==> config.mk <==
export PLATFORM = sky130hd
export DESIGN_NAME = id_operand_stage
export DESIGN_NICKNAME = d
export VERILOG_FILES = /design/src/rtl/id_operand_stage_pkg.sv /design/src/rtl/id_operand_stage_operand_bypass_mux.sv /design/src/rtl/id_operand_stage.sv
export SDC_FILE = /design/constraint.sdc
export NUM_CORES = 1
export LEC_CHECK = 0
export ABC_AREA = 0
export CAP_MARGIN = 10
export CELL_PAD_IN_SITES_DETAIL_PLACEMENT = 0
export CELL_PAD_IN_SITES_GLOBAL_PLACEMENT = 2
export CORE_AREA = 2 2 204 166
export DETAILED_ROUTE_END_ITERATION = 6
export DIE_AREA = 0 0 206 168
export PLACE_DENSITY_LB_ADDON = 0.12
export SYNTH_ARGS = -nofsm -noshare
export SYNTH_HDL_FRONTEND = slang
export SYNTH_HIERARCHICAL = 1
export SYNTH_SLANG_ARGS = --single-unit
==> constraint.sdc <==
create_clock -name clk -period 5.88 [get_ports clk]
set_input_delay 1.176 -clock clk [delete_from_list [all_inputs] [get_ports clk]]
set_output_delay 1.176 -clock clk [all_outputs]
set_load 0.005 [all_outputs]
==> src/rtl/id_operand_stage_pkg.sv <==
// id_operand_stage_pkg: shared widths for the decode operand stage and its bypass bus.
`ifndef ID_OPERAND_STAGE_PKG_SV
`define ID_OPERAND_STAGE_PKG_SV
`define ID_FWD_SLICE_W(xlen, aw) (1 + (aw) + (xlen))
`define ID_FWD_BUS_W(xlen, aw, nf) ((nf) * `ID_FWD_SLICE_W(xlen, aw))
`endif

package id_operand_stage_pkg;
    localparam int DEF_XLEN = 32;
    localparam int DEF_AW = 5;
    localparam int DEF_NUM_SRC = 2;
    localparam int DEF_NUM_FWD = 3;
    localparam int DEF_PAYLOAD_W = 64;

    function automatic int fwd_slice_w(input int xlen, input int aw);
        return 1 + aw + xlen;
    endfunction
endpackage

==> src/rtl/id_operand_stage_operand_bypass_mux.sv <==
// operand_bypass_mux: resolves one source operand over the priority bypass network.
module operand_bypass_mux
    import id_operand_stage_pkg::*;
#(
    parameter int XLEN = DEF_XLEN,
    parameter int AW = DEF_AW,
    parameter int NUM_FWD = DEF_NUM_FWD
) (
    input  logic                    stage_valid,
    input  logic [AW-1:0]           src_addr,
    input  logic                    src_use,
    input  logic [XLEN-1:0]         rf_data,
    input  logic [NUM_FWD-1:0]      fwd_valid,
    input  logic [NUM_FWD-1:0]      fwd_we,
    input  logic [NUM_FWD*AW-1:0]   fwd_waddr,
    input  logic [NUM_FWD*XLEN-1:0] fwd_wdata,
    input  logic [NUM_FWD-1:0]      fwd_data_ok,
    output logic [XLEN-1:0]         data,
    output logic                    hazard
);
    logic hit;
    logic hit_ok;

    // Scan oldest to youngest so the youngest matching producer is the last one to win.
    always_comb begin
        data = rf_data;
        hit = 1'b0;
        hit_ok = 1'b1;
        for (int f = NUM_FWD - 1; f >= 0; f--) begin
            if (fwd_valid[f] && fwd_we[f] && fwd_waddr[f*AW +: AW] == src_addr && src_addr != '0) begin
                data = fwd_wdata[f*XLEN +: XLEN];
                hit = 1'b1;
                hit_ok = fwd_data_ok[f];
            end
        end
    end

    assign hazard = stage_valid & src_use & hit & ~hit_ok;
endmodule

==> src/rtl/id_operand_stage.sv <==
// id_operand_stage: IF->ID register, regfile read, bypass and load-use interlock.
// Optional macro ID_STALL_CNT_EN adds a 32-bit interlock cycle counter on stall_cnt.
module id_operand_stage
    import id_operand_stage_pkg::*;
#(
    parameter int XLEN = DEF_XLEN,
    parameter int AW = DEF_AW,
    parameter int NUM_SRC = DEF_NUM_SRC,
    parameter int NUM_FWD = DEF_NUM_FWD,
    parameter int PAYLOAD_W = DEF_PAYLOAD_W
) (
    input  logic                    clk,
    input  logic                    reset,
    input  logic                    in_valid,
    output logic                    in_allow_in,
    input  logic [PAYLOAD_W-1:0]    in_payload,
    input  logic [NUM_SRC*AW-1:0]   in_src_addr,
    input  logic [NUM_SRC-1:0]      in_src_use,
    input  logic                    flush,
    output logic [NUM_SRC*AW-1:0]   rf_raddr,
    input  logic [NUM_SRC*XLEN-1:0] rf_rdata,
    input  logic [NUM_FWD-1:0]      fwd_valid,
    input  logic [NUM_FWD-1:0]      fwd_we,
    input  logic [NUM_FWD*AW-1:0]   fwd_waddr,
    input  logic [NUM_FWD*XLEN-1:0] fwd_wdata,
    input  logic [NUM_FWD-1:0]      fwd_data_ok,
    input  logic                    out_allow_in,
    output logic                    out_valid,
    output logic [PAYLOAD_W-1:0]    out_payload,
    output logic [NUM_SRC*XLEN-1:0] out_src_data,
    output logic [31:0]             stall_cnt
);
    logic                  stage_valid;
    logic [PAYLOAD_W-1:0]  payload_q;
    logic [NUM_SRC*AW-1:0] src_addr_q;
    logic [NUM_SRC-1:0]    src_use_q;
    logic [NUM_SRC-1:0]    hazard;
    logic                  ready_go;

    for (genvar k = 0; k < NUM_SRC; k++) begin : g_src
        operand_bypass_mux #(.XLEN(XLEN), .AW(AW), .NUM_FWD(NUM_FWD)) u_mux (
            .stage_valid(stage_valid),
            .src_addr(src_addr_q[k*AW +: AW]),
            .src_use(src_use_q[k]),
            .rf_data(rf_rdata[k*XLEN +: XLEN]),
            .fwd_valid(fwd_valid),
            .fwd_we(fwd_we),
            .fwd_waddr(fwd_waddr),
            .fwd_wdata(fwd_wdata),
            .fwd_data_ok(fwd_data_ok),
            .data(out_src_data[k*XLEN +: XLEN]),
            .hazard(hazard[k])
        );
    end

    assign ready_go = ~|hazard;
    assign out_valid = stage_valid & ready_go;
    assign in_allow_in = ~stage_valid | (ready_go & out_allow_in);
    assign rf_raddr = src_addr_q;
    assign out_payload = payload_q;

    // Occupancy: flush empties the stage even if EXE takes the instruction this cycle.
    always_ff @(posedge clk) begin
        if (reset) stage_valid <= 1'b0;
        else if (flush) stage_valid <= 1'b0;
        else if (in_allow_in) stage_valid <= in_valid;
    end

    // Capture the incoming instruction; a flush leaves the held copy untouched.
    always_ff @(posedge clk) begin
        if (in_allow_in && in_valid && !flush) begin
            payload_q <= in_payload;
            src_addr_q <= in_src_addr;
            src_use_q <= in_src_use;
        end
    end

`ifdef ID_STALL_CNT_EN
    logic [31:0] stall_q;

    // Count interlocked cycles that are not being cancelled; wraps naturally.
    always_ff @(posedge clk) begin
        if (reset) stall_q <= '0;
        else if (stage_valid && !ready_go && !flush) stall_q <= stall_q + 32'd1;
    end

    assign stall_cnt = stall_q;
`else
    assign stall_cnt = '0;
`endif
endmodule
# Word-level counts from Yosys, hierarchy flattened
# Cells that the tools add are included.
totals:
  register_bits: 77
  inputBits: 265
  output_inout_bits: 172
  wordCells: 63
classes:
  n_eq_ne: 6
  mux: 18
  bitwise: 12
  n_reduce_logical: 23
ops:
  columns: ["operator", "count"]
  rows:
  - ["2-to-1 mux 32 bit", 6]
  - ["equality test 5 bit", 6]
  - ["logical AND 1 bit", 17]
  - ["2-to-1 mux 1 bit", 12]
  - ["nonzero test 5 bit", 2]
  - ["AND 1 bit", 8]
  - ["OR reduction 2 bit", 2]
  - ["NOT 1 bit", 3]
  - ["zero test 1 bit", 2]
  - ["OR 1 bit", 1]

# Longest topological paths before layout
logic_depth:
  depth_word: 14
  depth_mapped: 8
  depth_no_buf: 7

# Modules after synthesis
# The synthesis kept the hierarchy.
modules_own_cells:
  columns: ["mod", "n_inst", "cells_each", "area_each_um2"]
  rows:
  - ["operand_bypass_mux", 2, 223, 1761.7]
  - ["id_operand_stage", 1, 118, 2600.0]

# Worst setup path after synthesis
# Ideal clock, no wire load.
synth_path:
  path_kind: "in2reg"
  startpoint: "input port fwd_waddr[9]"
  endpoint: "register payload_q[0], in the netlist out_payload[0] (enable)"
  t_arrival_ns: 4.777
  setup_slack_ns: 0.642
  cell_stages: 8
  n_path_buf: 1
  path_cell_list: "inv_1 a2111oi_2 and4_1 buf_6 nor3_1 o31a_1 or3b_1 a21oi_2"
synth_via:
  elab_chain_len: 13
synth_rtl:
  columns: ["element", "line", "source"]
  rows:
  - ["start, declared", "id_operand_stage.sv:24", "input logic [NUM_FWD*AW-1:0] fwd_waddr,"]
  - ["equality test 5 bit (*)", "id_operand_stage_operand_bypass_mux.sv:30", "if (fwd_valid[f] && fwd_we[f] && fwd_waddr[f*AW +: AW] == src_addr && src_addr != '0) begin"]
  - ["logical AND 1 bit (*) (2 in a row)", "id_operand_stage_operand_bypass_mux.sv:30", null]
  - ["2-to-1 mux 1 bit (2 in a row)", "id_operand_stage_operand_bypass_mux.sv:30", null]
  - ["AND 1 bit / NOT 1 bit (equally long branches)", "id_operand_stage_operand_bypass_mux.sv:38", "assign hazard = stage_valid & src_use & hit & ~hit_ok;"]
  - ["AND 1 bit (*)", "id_operand_stage_operand_bypass_mux.sv:38", null]
  - ["via hazard[1]", "id_operand_stage.sv:37", "logic [NUM_SRC-1:0] hazard;"]
  - ["OR reduction 2 bit (*)", "id_operand_stage.sv:56", "assign ready_go = ~|hazard;"]
  - ["zero test 1 bit (*)", "id_operand_stage.sv:56", null]
  - ["AND 1 bit (*)", "id_operand_stage.sv:58", "assign in_allow_in = ~stage_valid | (ready_go & out_allow_in);"]
  - ["OR 1 bit (*)", "id_operand_stage.sv:58", null]
  - ["logical AND 1 bit (*) (2 in a row)", "id_operand_stage.sv:71", "if (in_allow_in && in_valid && !flush) begin"]
  - ["end signal, assigned", "id_operand_stage.sv:72", "payload_q <= in_payload;"]
  - ["end, declared", "id_operand_stage.sv:34", "logic [PAYLOAD_W-1:0] payload_q;"]
# The timed path passes the listed nets; every way through them passes the cells marked *.
# A chain may end at the register's enable or synchronous reset.

# Worst setup path after layout
layout_path:
  startpoint: "input port fwd_waddr[4]"
  endpoint: "output port in_allow_in"
layout_via:
  elab_chain_len: 10
layout_rtl:
  columns: ["element", "line", "source"]
  rows:
  - ["equality test 5 bit (*)", "id_operand_stage_operand_bypass_mux.sv:30", null]
  - ["logical AND 1 bit (*) (2 in a row)", "id_operand_stage_operand_bypass_mux.sv:30", null]
  - ["2-to-1 mux 1 bit", "id_operand_stage_operand_bypass_mux.sv:30", null]
  - ["AND 1 bit / NOT 1 bit (equally long branches)", "id_operand_stage_operand_bypass_mux.sv:38", null]
  - ["AND 1 bit (*)", "id_operand_stage_operand_bypass_mux.sv:38", null]
  - ["via hazard[0]", "id_operand_stage.sv:37", null]
  - ["OR reduction 2 bit (*)", "id_operand_stage.sv:56", null]
  - ["zero test 1 bit (*)", "id_operand_stage.sv:56", null]
  - ["AND 1 bit (*)", "id_operand_stage.sv:58", null]
  - ["OR 1 bit (*)", "id_operand_stage.sv:58", null]
  - ["end, declared", "id_operand_stage.sv:15", "output logic in_allow_in,"]
# Marked as above.

==> impl_metrics.csv <==
group,metric,value,unit
timing,finalHoldViolCount,0,
setup_path,worstSetupPathType,"primary input to primary output",
grt,grt_max_degree,66,
cells_and_area,layout-drive-gt1-share,15.8,%
outcome,status,"complete, no violations",
grt,gr-total-overflow,0,
grt,antenna_found_initial,6,
cells_and_area,finalInstanceArea,10600,um2
synthesis,synth_commonest_cells,"edfxtp_1, nand2_1, and2_1",
die,start_util,18.6,%
placement,dp_cells,1372,
die,die_h,168,um
die,io_pins,437,
timing,final.setup_skew,0.0138,ns
clock_network,clk_latency,0.33,ns
min_path,hp-class,"flip-flop to flip-flop",
setup_path,crit_arrival,4.17,ns
clock_network,cts_sinks,77,
pwr,ir_drop,0.151,mV
timing,slew_headroom,48.0,%
setup_path,reg2regPathDepth,8,
route,drt_wl_total,29.4,mm
setup_path,slowest_delay,0.62,ns
setup_path,cp_common_cell,"clkdlybuf4s50_1",
synthesis,synth_top_area_share,37.3,%
die,rows,60,
die,core,32900,um2
synthesis,yosys_most_used_dff,"edfxtp_1",
cells_and_area,fillers,3387,
min_path,hold_depth,2,
synthesis,syn_area,6120,um2
setup_path,crit_chain,"clkdlybuf4s50_1 -> xor2_1 -> nor4_1 -> and4_4 -> a21oi_1 -> o31a_1 -> or3b_1 -> nand2_1 -> clkdlybuf4s50_1",
clock_network,htree_levels,3,
grt,grt_pass1_wl,42.0,mm
clock_network,cts_buffers,9,
route,vias,5869,
timing,setup_viol,0,
placement,place_congestion,0.783,
route,routedWlPerCell,21.1,um
pwr,cellPowerDensity,154,nW/um2
setup_path,ff2ff_setup_slack,2.21,ns
timing,final-max-slew-violation-count,0,
setup_path,crit_required,4.70,ns
synthesis,ys_types,40,
synthesis,yosysTopAreaCell,"edfxtp_1",
timing,tightest_slew,0.773,ns
setup_path,cp-start-kind,"primary input",
synthesis,synth-seq-cells,77,
synthesis,synth_edf_count,76,
timing,period_needed,5.34,ns
pwr,leakage,3.58,nW
placement,placedInstanceArea,10300,um2
placement,io_buffers,404,
timing,finalCritPeriodShare,90.9,%
synthesis,synth_warnings,6,
synthesis,synth.area.top_cells,"edfxtp_1, a221oi_2, o31ai_2",
clock_network,cts_setup_buffers,0,
setup_path,end_kind,"primary output",
clock_network,clk_path_buf_depth,2,
timing,setup_tns,0,ns
route,vias_per_cell,4.21,
synthesis,seq_area_frac_synth,37.6,%
die,fp.dieW,206,um
route,firstDrtPassIters,5,
clock_network,cts_tree,"built",
job,cap_violations,0,
synthesis,synth-async-reset-ratio,0,%
grt,gr-usage-all-layers,16.5,%
setup_path,cp_slowest_cell,"nor4_1",
clock_network,ctsResizeCount,0,
clock_network,clkTransAtPathRegs,0.06,ns
route,final_antenna_net_count,0,
route,drcViolationCount,0,
setup_path,critical_path.max_fanout,15,
cells_and_area,syn_to_final_growth,73.6,%
synthesis,synth.avg_cell_area,10.9,um2
cells_and_area,final_nets,1214,
clock_network,postCtsHoldBufs,0,
clock_network,root_buffer,"clkbuf_16",
timing,timing.fmax,0.187,GHz
placement,dp_hpwl,22.7,mm
synthesis,postSynthCellCount,564,
die,die_area,34600,um2
timing,rsz0062_at_grt,"false",
cells_and_area,final_cells,1393,
grt,grt_pass1_vias,6165,
synthesis,synthMostInstantiatedCell,"edfxtp_1",
timing,hold_ws,0.592,ns
route,drt-initial-drc-count,239,
worst max-delay path, delay by kind of cell:
kind	cells	cell delay, ns
buffers and inverters	2	0.96
AND/OR/NAND/NOR	4	1.63
XOR/XNOR	1	0.16
AO/OA/AOI/OAI	2	0.24
metrics by stage:
step,util [%],power (mW),setup slack (ns)
after detailed placement,31.4,1.13,0.464
final,32.3,1.63,0.538
after global routing,32.3,1.71,0.252
after global placement,31.4,1.13,0.468
after CTS,32.3,1.65,0.463
after floorplan,-,0.813,0.642
power breakdown:
part | switching [mW] | total (mW) | internal (mW)
Clock | 0.230 | 0.521 | 0.291
Sequential | 0.0119 | 0.643 | 0.632
Combinational | 0.154 | 0.467 | 0.313
Total | 0.396 | 1.63 | 1.24
final timing paths:
kind / startpoint / to
setup / recovery: fwd_waddr[4] / in_allow_in
hold / removal: stage_valid$_SDFFE_PP0P_ / stage_valid$_SDFFE_PP0P_
setup reg to reg: rf_raddr[4]$_DFFE_PP_ / out_payload[39]$_DFFE_PP_
hold reg to reg: stage_valid$_SDFFE_PP0P_ / stage_valid$_SDFFE_PP0P_
area by class of cell:
class | instances | area [um2] | area share (%)
sequential | 77 | 2300 | 21.7
inverter | 8 | 30.0 | 0.282
clock buffer | 9 | 225 | 2.12
multi-input combinational | 430 | 3220 | 30.3
tap | 434 | 543 | 5.11
timing repair buffer | 423 | 4240 | 39.9
clock inverter | 7 | 56.3 | 0.530
antenna | 5 | 12.5 | 0.118
state kept, by name, indices dropped and copies added, names as in the netlist:
name	count
out_payload	64
rf_raddr	10
src_use_q	2
stage_valid	1
routing by layer:
metal / routed length, um / GRT usage (%) / vias to the layer above
li1: - / - / 2825
met1: 12700 / 21.0 / 2775
met2: 13800 / 27.5 / 248
met3: 2470 / 5.11 / 21
met4: 459 / 2.98 / 0
met5: 0 / 0 / -
layout by cell type (no fill, tap or decap), types with 3 or more instances in the layout:
master and count:
nor4_1 3, xor2_1 20, nor2_1 63, buf_12 4, diode_2 5, buf_4 15, nor3_1 4, o21bai_1 8
o31ai_1 4, edfxtp_1 76, o31ai_2 52, xnor2_1 4, and2_1 64, inv_1 8, a221oi_1 12, nand2_1 73
a221oi_2 52, clkdlybuf4s50_1 404, clkbuf_16 9, o21ai_1 8, conb_1 32
kinds of logic (layout without fill, tap and decap cells):
kind of cell / Yosys count / count (layout) / share of synthesized area, %
buffers and inverters: 88 / 447 / 11.9
AND/OR/NAND/NOR: 229 / 229 / 18.4
AO/OA/AOI/OAI: 145 / 145 / 28.6
flip-flops: 77 / 77 / 37.6
other: 1 / 37 / 0.0612
XOR/XNOR: 24 / 24 / 3.43
Note: power is estimated with default switching activity, not from simulation.
